--- src/rtl/sel_mux_scan.sv ---
// sel_mux_scan: N-channel, W-bit selector with a registered output.
// Manual mode follows an external select. Auto-scan mode steps through the
// channels, holding each one for DWELL cycles.
module sel_mux_scan #(
   parameter int CH    = 4,
   parameter int W     = 1,
   parameter int DWELL = 100,
   parameter int SEL_W = $clog2(CH)
) (
   input  logic              clk,
   input  logic              rst_n,
   input  logic [CH*W-1:0]   in,
   input  logic              mode,
   input  logic [SEL_W-1:0]  sel,
   input  logic              hold,
   output logic [W-1:0]      out,
   output logic [SEL_W-1:0]  cur_sel,
   output logic              out_valid,
   output logic              wrap
);

   localparam int               CNT_W    = $clog2(DWELL + 1);
   localparam logic [CNT_W-1:0] CNT_LAST = CNT_W'(DWELL - 1);
   localparam logic [SEL_W-1:0] SEL_LAST = SEL_W'(CH - 1);

   typedef enum logic {MANUAL = 1'b0, SCAN = 1'b1} state_t;

   state_t            state_q, state_d;
   logic [CNT_W-1:0]  cnt_q, cnt_d, cnt_base;
   logic [W-1:0]      out_d;
   logic [SEL_W-1:0]  cur_sel_d;
   logic              valid_d, wrap_d;
   logic              sel_ok;

   // Channel mux written as a loop so select values >= CH never index
   // past the packed input vector; they return zero.
   function automatic logic [W-1:0] pick(input logic [CH*W-1:0] v,
                                         input logic [SEL_W-1:0] idx);
      logic [W-1:0] r;
      r = '0;
      for (int k = 0; k < CH; k++)
         if (idx == SEL_W'(k)) r = v[k*W +: W];
      return r;
   endfunction

   assign sel_ok = (int'(sel) < CH);

   // Next-state and next-output logic; the transition edge already performs
   // the action of the state being entered, so decode on state_d.
   always_comb begin
      state_d   = mode ? SCAN : MANUAL;
      cnt_d     = cnt_q;
      cur_sel_d = cur_sel;
      out_d     = out;
      valid_d   = out_valid;
      wrap_d    = 1'b0;
      // Coming from MANUAL the dwell count starts fresh, so the current
      // channel gets a full DWELL before the first step.
      cnt_base  = (state_q == SCAN) ? cnt_q : '0;

      if (state_d == MANUAL) begin
         cnt_d = '0;
         if (sel_ok) begin
            cur_sel_d = sel;
            out_d     = pick(in, sel);
            valid_d   = 1'b1;
         end else begin
            out_d   = '0;
            valid_d = 1'b0;
         end
      end else begin
         // Output follows the channel selected before this edge's step.
         out_d   = pick(in, cur_sel);
         valid_d = 1'b1;
         cnt_d   = cnt_base;
         if (!hold) begin
            if (cnt_base == CNT_LAST) begin
               cnt_d     = '0;
               cur_sel_d = (cur_sel == SEL_LAST) ? '0 : cur_sel + SEL_W'(1);
               wrap_d    = (cur_sel == SEL_LAST);
            end else begin
               cnt_d = cnt_base + CNT_W'(1);
            end
         end
      end
   end

   // State, dwell counter and registered outputs.
   always_ff @(posedge clk or negedge rst_n) begin
      if (!rst_n) begin
         state_q   <= MANUAL;
         cnt_q     <= '0;
         cur_sel   <= '0;
         out       <= '0;
         out_valid <= 1'b0;
         wrap      <= 1'b0;
      end else begin
         state_q   <= state_d;
         cnt_q     <= cnt_d;
         cur_sel   <= cur_sel_d;
         out       <= out_d;
         out_valid <= valid_d;
         wrap      <= wrap_d;
      end
   end

endmodule

--- config.mk ---
export PLATFORM = sky130hd
export DESIGN_NAME = sel_mux_scan
export DESIGN_NICKNAME = d
export VERILOG_FILES = /design/src/rtl/sel_mux_scan.sv
export SDC_FILE = /design/constraint.sdc
export NUM_CORES = 1
export LEC_CHECK = 0
export CELL_PAD_IN_SITES_DETAIL_PLACEMENT = 0
export CELL_PAD_IN_SITES_GLOBAL_PLACEMENT = 1
export CORE_AREA = 2 2 50 52
export DETAILED_ROUTE_END_ITERATION = 6
export DIE_AREA = 0 0 52 54
export GPL_TIMING_DRIVEN = 0
export MAX_ROUTING_LAYER = met4
export PLACE_DENSITY = 0.78
export SLEW_MARGIN = 25
export SYNTH_ARGS = -nofsm -noshare
export SYNTH_HDL_FRONTEND = slang
export SYNTH_SLANG_ARGS = --single-unit
--- constraint.sdc ---
create_clock -name clk -period 3.6 [get_ports clk]
set_clock_uncertainty 0.15 [all_clocks]
set_input_delay 0.9 -clock clk [delete_from_list [all_inputs] [get_ports clk]]
set_output_delay 0.9 -clock clk [all_outputs]
set_load 0.1 [all_outputs]
### After elaboration in Yosys (flattened, before gate mapping)

Index checks and enable logic that the tools add are counted.
Widths: inputs -> output; s select.

* flip-flop bits (word level): 13
* bits of input ports: 10
* output and inout bits: 5

* add/sub/neg operators: 2
* eq/ne operators: 9
* reductions and logical operators: 3
* multiplexer cells: 21

Operators by type and width (number)
* $mux 7: 4
* $mux 1: 13
* $eq 2x2->1 const B: 4
* $mux 2: 4
* $add 7x1->7 const B: 1
* $eq 7x7->1 const B: 1
* $eq 2x1->1 const B: 2
* $logic_not 2->1: 2
* $add 2x1->2 const B: 1
* $ne 2x1->1 const B: 1
* $ne 2x2->1 const B: 1
* $reduce_and 2->1: 1

### Depth between registers and ports, before layout

Gate-level depths: netlist of the first run.

* depth after elaboration: 6
* mapped depth: 6
* depth with buffers taken out: 5

### Least setup slack after synthesis of the first run

OpenSTA, ideal clock, no wires.

* kind: reg-to-reg
* start point: register cur_sel[0]
* end point: register cur_sel[1]
* setup slack: 1.447 ns
* stages on the path, launching flop included: 6
* required time: 3.377 ns
* path buffers: 0
* library setup time: 0.073 ns
* arrival: 1.930 ns
* clock period less this slack: 2.153 ns
* cells stage by stage: dfrtp_1 inv_1 ha_1 nand2_1 or3_2 nand3_1

* word-level cells in the longest chain between the ends: 5

RTL lines
* start, declared: RTL line 17 `output logic [SEL_W-1:0] cur_sel,`
* start signal, assigned: RTL line 100 `cur_sel <= cur_sel_d;`
* $add 2x1->2 or $eq 2x2->1 (tied branches): RTL line 79 `cur_sel_d = (cur_sel == SEL_LAST) ? '0 : cur_sel + SEL_W'(1);`
* $mux 2 *: RTL line 79
* $mux 2 *: RTL line 77 `if (cnt_base == CNT_LAST) begin`
* $mux 2 *: RTL line 76 `if (!hold) begin`
* $mux 2 *: RTL line 61 `if (state_d == MANUAL) begin`

Mark *: on every way between the ends. The rest lies on a longest branch, timed or not. The select of a mux whose other input is x is not followed.
A chain may end at the register's enable or synchronous reset.

### Final worst setup path of the first run

* start point: register cur_sel[1]
* end point: output port cur_sel[1]

No word-level cell between the ends.

==> metrics.csv, run 1 <==
metric,value,unit
max_freq,339,MHz
wirelength,1610,um
power_density,348,nW/um^2
cpLargestDelayFamily,buffers and inverters,
r2r_end,cnt_q[3],
status,"complete, no violations",
required,2.55,ns
routedWlPerCell,13.0,um
power_frac_seq,0.472,
drv_cap,0,
nFillCells,234,
rr_worst_depth,6,
ys_seq_area_frac,0.432,
max_slew_margin,0.351,
endpoint_kind,primary output,
combPwrFrac,0.244,
grt_start_max_net_pins,14,
start_util,0.325,
finish.utilization,0.413,
switching_power,0.109,mW
max_stage_delay,1.17,ns
diodes,0,
die_h,54,um
antenna_found_initial,0,
hold_violations,0,
synth_edf_count,0,
crit_chain,clkdlybuf4s50_1,
place.gp.congestion,0.742,
setup_ws,0.648,ns
area_growth,27.1,%
synth_nets,90,
min_period,2.95,ns
tns,0,ns
rows,18,
cts_buffers,3,
dieArea,2810,um^2
postCtsSetupRepairBufs,0,
cp.buffers_inverters,1,
path_class,reg -> out,
avgSynthCellArea,10.0,um^2
rsz0062_at_grt,no,
path_max_fanout,5,
final_cells,123,
cts_buffer_depth,2,
dr_total_vias,635,
dp_cells,119,
root_buffer,clkbuf_4,
cts_resized,0,
timing.rr.start,state_q,
cts-htree-levels,1,
grt.total_usage,0.137,
drt_iter0_drc,1,
cts.sinks,13,
drtPass1Iterations,3,
start_kind,register,
drc_errors,0,
cts_tree,done,
globalRouteOverflowTotal,0,
setup.worst_path.end,cur_sel[1],
routed_via_density,5.16,
crit_cells,1,
clk_pin_slew,0.09,ns
slew_violations,0,
ir_drop,0.000152,V
worst_hold_slack,0.430,ns
crit_arrival,1.90,ns
period_share,0.820,
core,2320,um^2
worstSetupStartpoint,cur_sel[1],
pwr-share-clk,0.284,
hpwlAfterDp,1220,um
postRouteAntennaNets,0,
drive_above_1_share,0.0753,
switching_share,0.329,
synth-async-reset-ratio,1.00,
setup_viol,0,
netlist_instances,75,
holdCritPathClass,reg -> reg,
synthesis.area,753,um^2
die_w,52,um
tightest_slew,0.970,ns
p_int,0.223,mW
synth-main-ff-cell,dfrtp_1,
rrSetupSlack,1.12,ns
yosysWarnings,0,
clk_latency,0.28,ns
grt_pass1_vias,608,
p_leak,0.392,nW
cts_hold_buffers,0,
port_buffers,14,
synthDistinctLibCells,35,
pre_cts_ws,0.751,ns
slowest_stage,clkdlybuf4s50_1,
yosys_register_bits,13,
grt_pass1_wl,2720,um
pin_count,15,
final_nets,109,
## cells in the final DEF, fill, tap and decap left out, drive strengths merged, types with 2 or more instances in the layout
| cell type | count |
|---|---|
| clkdlybuf4s50 | 14 |
| dfrtp | 13 |
| nand2 | 7 |
| clkbuf | 7 |
| ha | 5 |
| inv | 4 |
| nand4b | 4 |
| nor2 | 4 |
| a21oi | 3 |
| and2 | 2 |
| o21ai | 2 |
| xor2 | 2 |
| nor3b | 2 |
| a31oi | 2 |
| nand3 | 2 |
## sequential cells by signal (all words and copies together), names as in the netlist
register	count
cnt_q	7
out_valid	1
cur_sel	2
state_q	1
wrap	1
out	1
## per-layer routing
layer,vias up,wire [um],GRT usage,part of all wire
met2,20,778,0.241,0.48
met3,5,74,0.0167,0.046
met1,303,718,0.156,0.45
met5,-,0,-,0
li1,307,-,-,-
met4,0,33,0.0658,0.021
## power groups by stage
stage	Sequential, mW	Combinational [mW]	Clock, mW
detailed placement	0.160	0.0817	0
global placement	0.159	0.0805	0
floorplan	0.189	0.0227	0
CTS	0.157	0.0818	0.0941
finish	0.157	0.0813	0.0944
global route	0.158	0.0871	0.101
## logic make-up (layout without fill, tap and decap cells)
| group | Yosys count | in the layout | share of synthesized area |
|---|---|---|---|
| AO/OA/AOI/OAI | 14 | 14 | 0.126 |
| XOR/XNOR | 3 | 3 | 0.0349 |
| adder cells (fa/ha/maj) | 5 | 5 | 0.0831 |
| buffers and inverters | 7 | 25 | 0.0365 |
| flip-flops | 13 | 13 | 0.432 |
| multiplexers | 2 | 2 | 0.0432 |
| other | 1 | 1 | 0.00498 |
| AND/OR/NAND/NOR | 30 | 30 | 0.239 |
## final cells by class
cell class                 instances  area [um^2]  area share
buffer                             3         12.5      0.0131
clock buffer                       4         26.3      0.0275
inverter                           4         15.0      0.0157
multi-input combinational         55          400       0.418
sequential                        13          325       0.340
tap                               30         37.5      0.0392
timing repair buffer              14          140       0.146
## synth_stat cells (2+ instances only)
| master | n | area [um^2] |
|---|---|---|
| a21oi_1 | 3 | 15.0 |
| a31oi_1 | 2 | 12.5 |
| and2_1 | 2 | 12.5 |
| clkbuf_1 | 2 | 7.51 |
| dfrtp_1 | 13 | 325 |
| ha_1 | 5 | 62.6 |
| inv_1 | 4 | 15.0 |
| nand2_1 | 7 | 26.3 |
| nand3_1 | 2 | 10.0 |
| nand4b_1 | 4 | 35.0 |
| nor2_1 | 4 | 15.0 |
| nor3b_1 | 2 | 15.0 |
| o21ai_0 | 2 | 10.0 |
| xor2_1 | 2 | 17.5 |
## how the worst min path moves through the flow
stage	start	to	slack, ns	cells after the start
after detailed placement	cnt_q[6]	cnt_q[6]	0.43	3
after CTS	cnt_q[6]	cnt_q[6]	0.44	3
final	cnt_q[6]	cnt_q[6]	0.43	3
after floorplan	cnt_q[6]	cnt_q[6]	0.39	3
after global placement	cnt_q[6]	cnt_q[6]	0.41	3
after global routing	cnt_q[6]	cnt_q[6]	0.50	3
## tightest hold or removal path: stages, from the launching register on
cell and delay (ns):
dfrtp_1 0.36, nand2_1 0.06, nand2_1 0.06, o32ai_1 0.07
## per-stage QoR
step	area, um^2	total power [mW]
6_report	957	0.333
5_1_grt	957	0.346
4_1_cts	957	0.333
3_5_place_dp	931	0.241
3_3_place_gp	931	0.240
2_1_floorplan	753	0.212
Power figures use the tool's default switching activity.
==> run 2, diff against run 1 <==
Clock period 3.6 ns to 3.1 ns, I/O delays scaled along.
==> results of run 2 <==
Same layout as run 1 (identical final DEF). Status: complete, no violations.
Main changes from that run: setup slack after placement 0.751 ns -> 0.376 ns; setup slack after layout 0.648 ns -> 0.273 ns; register-to-register setup slack 1.12 ns -> 0.62 ns; total power 0.333 mW -> 0.386 mW; worst IR drop on VDD 0.000152 V -> 0.000176 V
==> run 3, diff against run 2 <==
Settings changed: ABC_AREA set to 1, CORE_AREA 2 2 50 52 to 2 2 52 54, DIE_AREA 0 0 52 54 to 0 0 54 56, PLACE_DENSITY 0.78 to 0.8.
==> metrics.csv, run 3 <==
metric,value,unit
status,"complete, no violations",
synthMostInstantiatedCell,nand2_1,
synth-async-reset-ratio,1.00,
postRouteAntennaNets,0,
drt_iter0_drc,2,
drv_cap,0,
mostFrequentLayoutCells,"nand2_1, inv_1, clkdlybuf4s50_1",
ys_seq_area_frac,0.393,
clk_latency,0.26,ns
netlist_instances,103,
top_regs,"cnt_q: 7 flops, cur_sel: 2 flops",
core,2430,um^2
die_h,56,um
power_frac_seq,0.450,
ir_drop,0.000298,V
grt_start_max_net_pins,14,
finalPower,0.415,mW
cts_buffers,3,
drc_errors,0,
rsz0062_at_grt,no,
max_freq,358,MHz
synthTopCellsByArea,"dfrtp_1, nand2_1, ha_1",
combPwrFrac,0.306,
synth_nets,118,
final_nets,137,
synth-main-ff-cell,dfrtp_1,
die_w,54,um
period_share,0.900,
cts.sinks,13,
tightest_slew,0.966,ns
pin_count,15,
regMostFlops,cnt_q,
power_density,403,nW/um^2
drtPass1Iterations,4,
setup_ws,0.310,ns
wirelength,1610,um
cts-htree-levels,1,
cts_tree,done,
avgSynthCellArea,8.03,um^2
cp.buffers_inverters,1,
grt.total_usage,0.126,
cpLargestDelayFamily,buffers and inverters,
yosysWarnings,0,
rows,18,
path_class,reg -> out,
clk_pin_slew,0.08,ns
antenna_found_initial,0,
endpoint_kind,primary output,
dr_total_vias,702,
root_buffer,clkbuf_4,
cts_resized,0,
start_util,0.340,
synth_edf_count,0,
grt_pass1_wl,2700,um
hpwlAfterDp,1270,um
required,2.17,ns
globalRouteOverflowTotal,0,
synthDistinctLibCells,24,
grt_pass1_vias,645,
drive_above_1_share,0.157,
pre_cts_ws,0.613,ns
p_leak,0.517,nW
p_int,0.267,mW
max_stage_delay,1.17,ns
cts_buffer_depth,2,
setup_viol,0,
cts_hold_buffers,0,
area_growth,24.7,%
yosys_register_bits,13,
tns,0,ns
holdCritPathClass,reg -> reg,
switching_share,0.357,
crit_chain,clkdlybuf4s50_1,
hold_violations,0,
switching_power,0.148,mW
synth_top_area_frac,0.393,
place.gp.congestion,0.816,
max_slew_margin,0.354,
pwr-share-clk,0.244,
slew_violations,0,
start_kind,register,
dieArea,3020,um^2
routed_via_density,4.65,
crit_arrival,1.86,ns
routedWlPerCell,10.7,um
synthesis.area,827,um^2
port_buffers,14,
synth_common_cells,"nand2_1, inv_1, dfrtp_1, nor2_1, nand3_1",
path_max_fanout,5,
largest_register_ffs,7,
postCtsSetupRepairBufs,0,
slowest_stage,clkdlybuf4s50_1,
final_common_cell,nand2_1,
diodes,0,
min_period,2.79,ns
synth_area_leader_cell,dfrtp_1,
-- run 3: path summary, 6_finish.rpt --
path	from	end	slack, ns	cells after the start
max	cur_sel[1]	cur_sel[1]	0.31	1
min	cur_sel[1]	cur_sel[1]	0.45	2
max reg2reg	state_q	cur_sel[0]	1.44	11
min reg2reg	cur_sel[1]	cur_sel[1]	0.45	2
max in group asynchronous	rst_n	cnt_q[3]	1.72	1
min in group asynchronous	rst_n	cnt_q[2]	0.72	1
-- run 3: power groups by stage --
stage                     sequential [mW]  combinational, mW  clock, mW
after floorplan                     0.241             0.0363          0
after global placement              0.190              0.127          0
after detailed placement            0.190              0.128          0
after CTS                           0.187              0.129      0.105
after global routing                0.188              0.138      0.119
final                               0.187              0.127      0.101
-- run 3: kinds of logic (layout without fill, tap and decap cells) --
| logic type | Yosys count | count (layout) | share of synthesized area |
|---|---|---|---|
| adders and majority gates | 5 | 5 | 0.0756 |
| and+or+nand+nor | 55 | 55 | 0.356 |
| xor gates and xnor gates | 2 | 2 | 0.0212 |
| AOI/OAI and AO/OA | 10 | 10 | 0.0635 |
| DFF | 13 | 13 | 0.393 |
| buffers and inverters | 17 | 35 | 0.0862 |
| other | 1 | 1 | 0.00453 |
-- run 3: final cells by class --
cell class | instances | area [um^2]
well taps | 30 | 37.5
clock buffers | 4 | 26.3
flip-flops and latches | 13 | 325
repair buffers | 14 | 140
fillers | 272 | 1400
plain buffers | 1 | 11.3
multi-input cells | 73 | 430
inverters | 16 | 60.1
-- run 3: through the flow --
| stage | hold slack, ns | instance area, um^2 | util | std cells |
|---|---|---|---|---|
| detailed placement | 0.422 | 1000 | 0.413 | 147 |
| global route | 0.491 | 1030 | 0.424 | 151 |
| CTS | 0.449 | 1030 | 0.424 | 151 |
| finish | 0.449 | 1030 | 0.424 | 151 |
| global placement | 0.412 | 1000 | 0.413 | 147 |
| floorplan | 0.329 | 827 | - | 103 |
-- run 3: metal layers --
metal  vias up  wire [um]  GRT usage
met4         0         14     0.0536
met1       322        788      0.155
met2        12        740      0.186
met3         2         67     0.0403
li1        366          -          -
met5         -          0          -
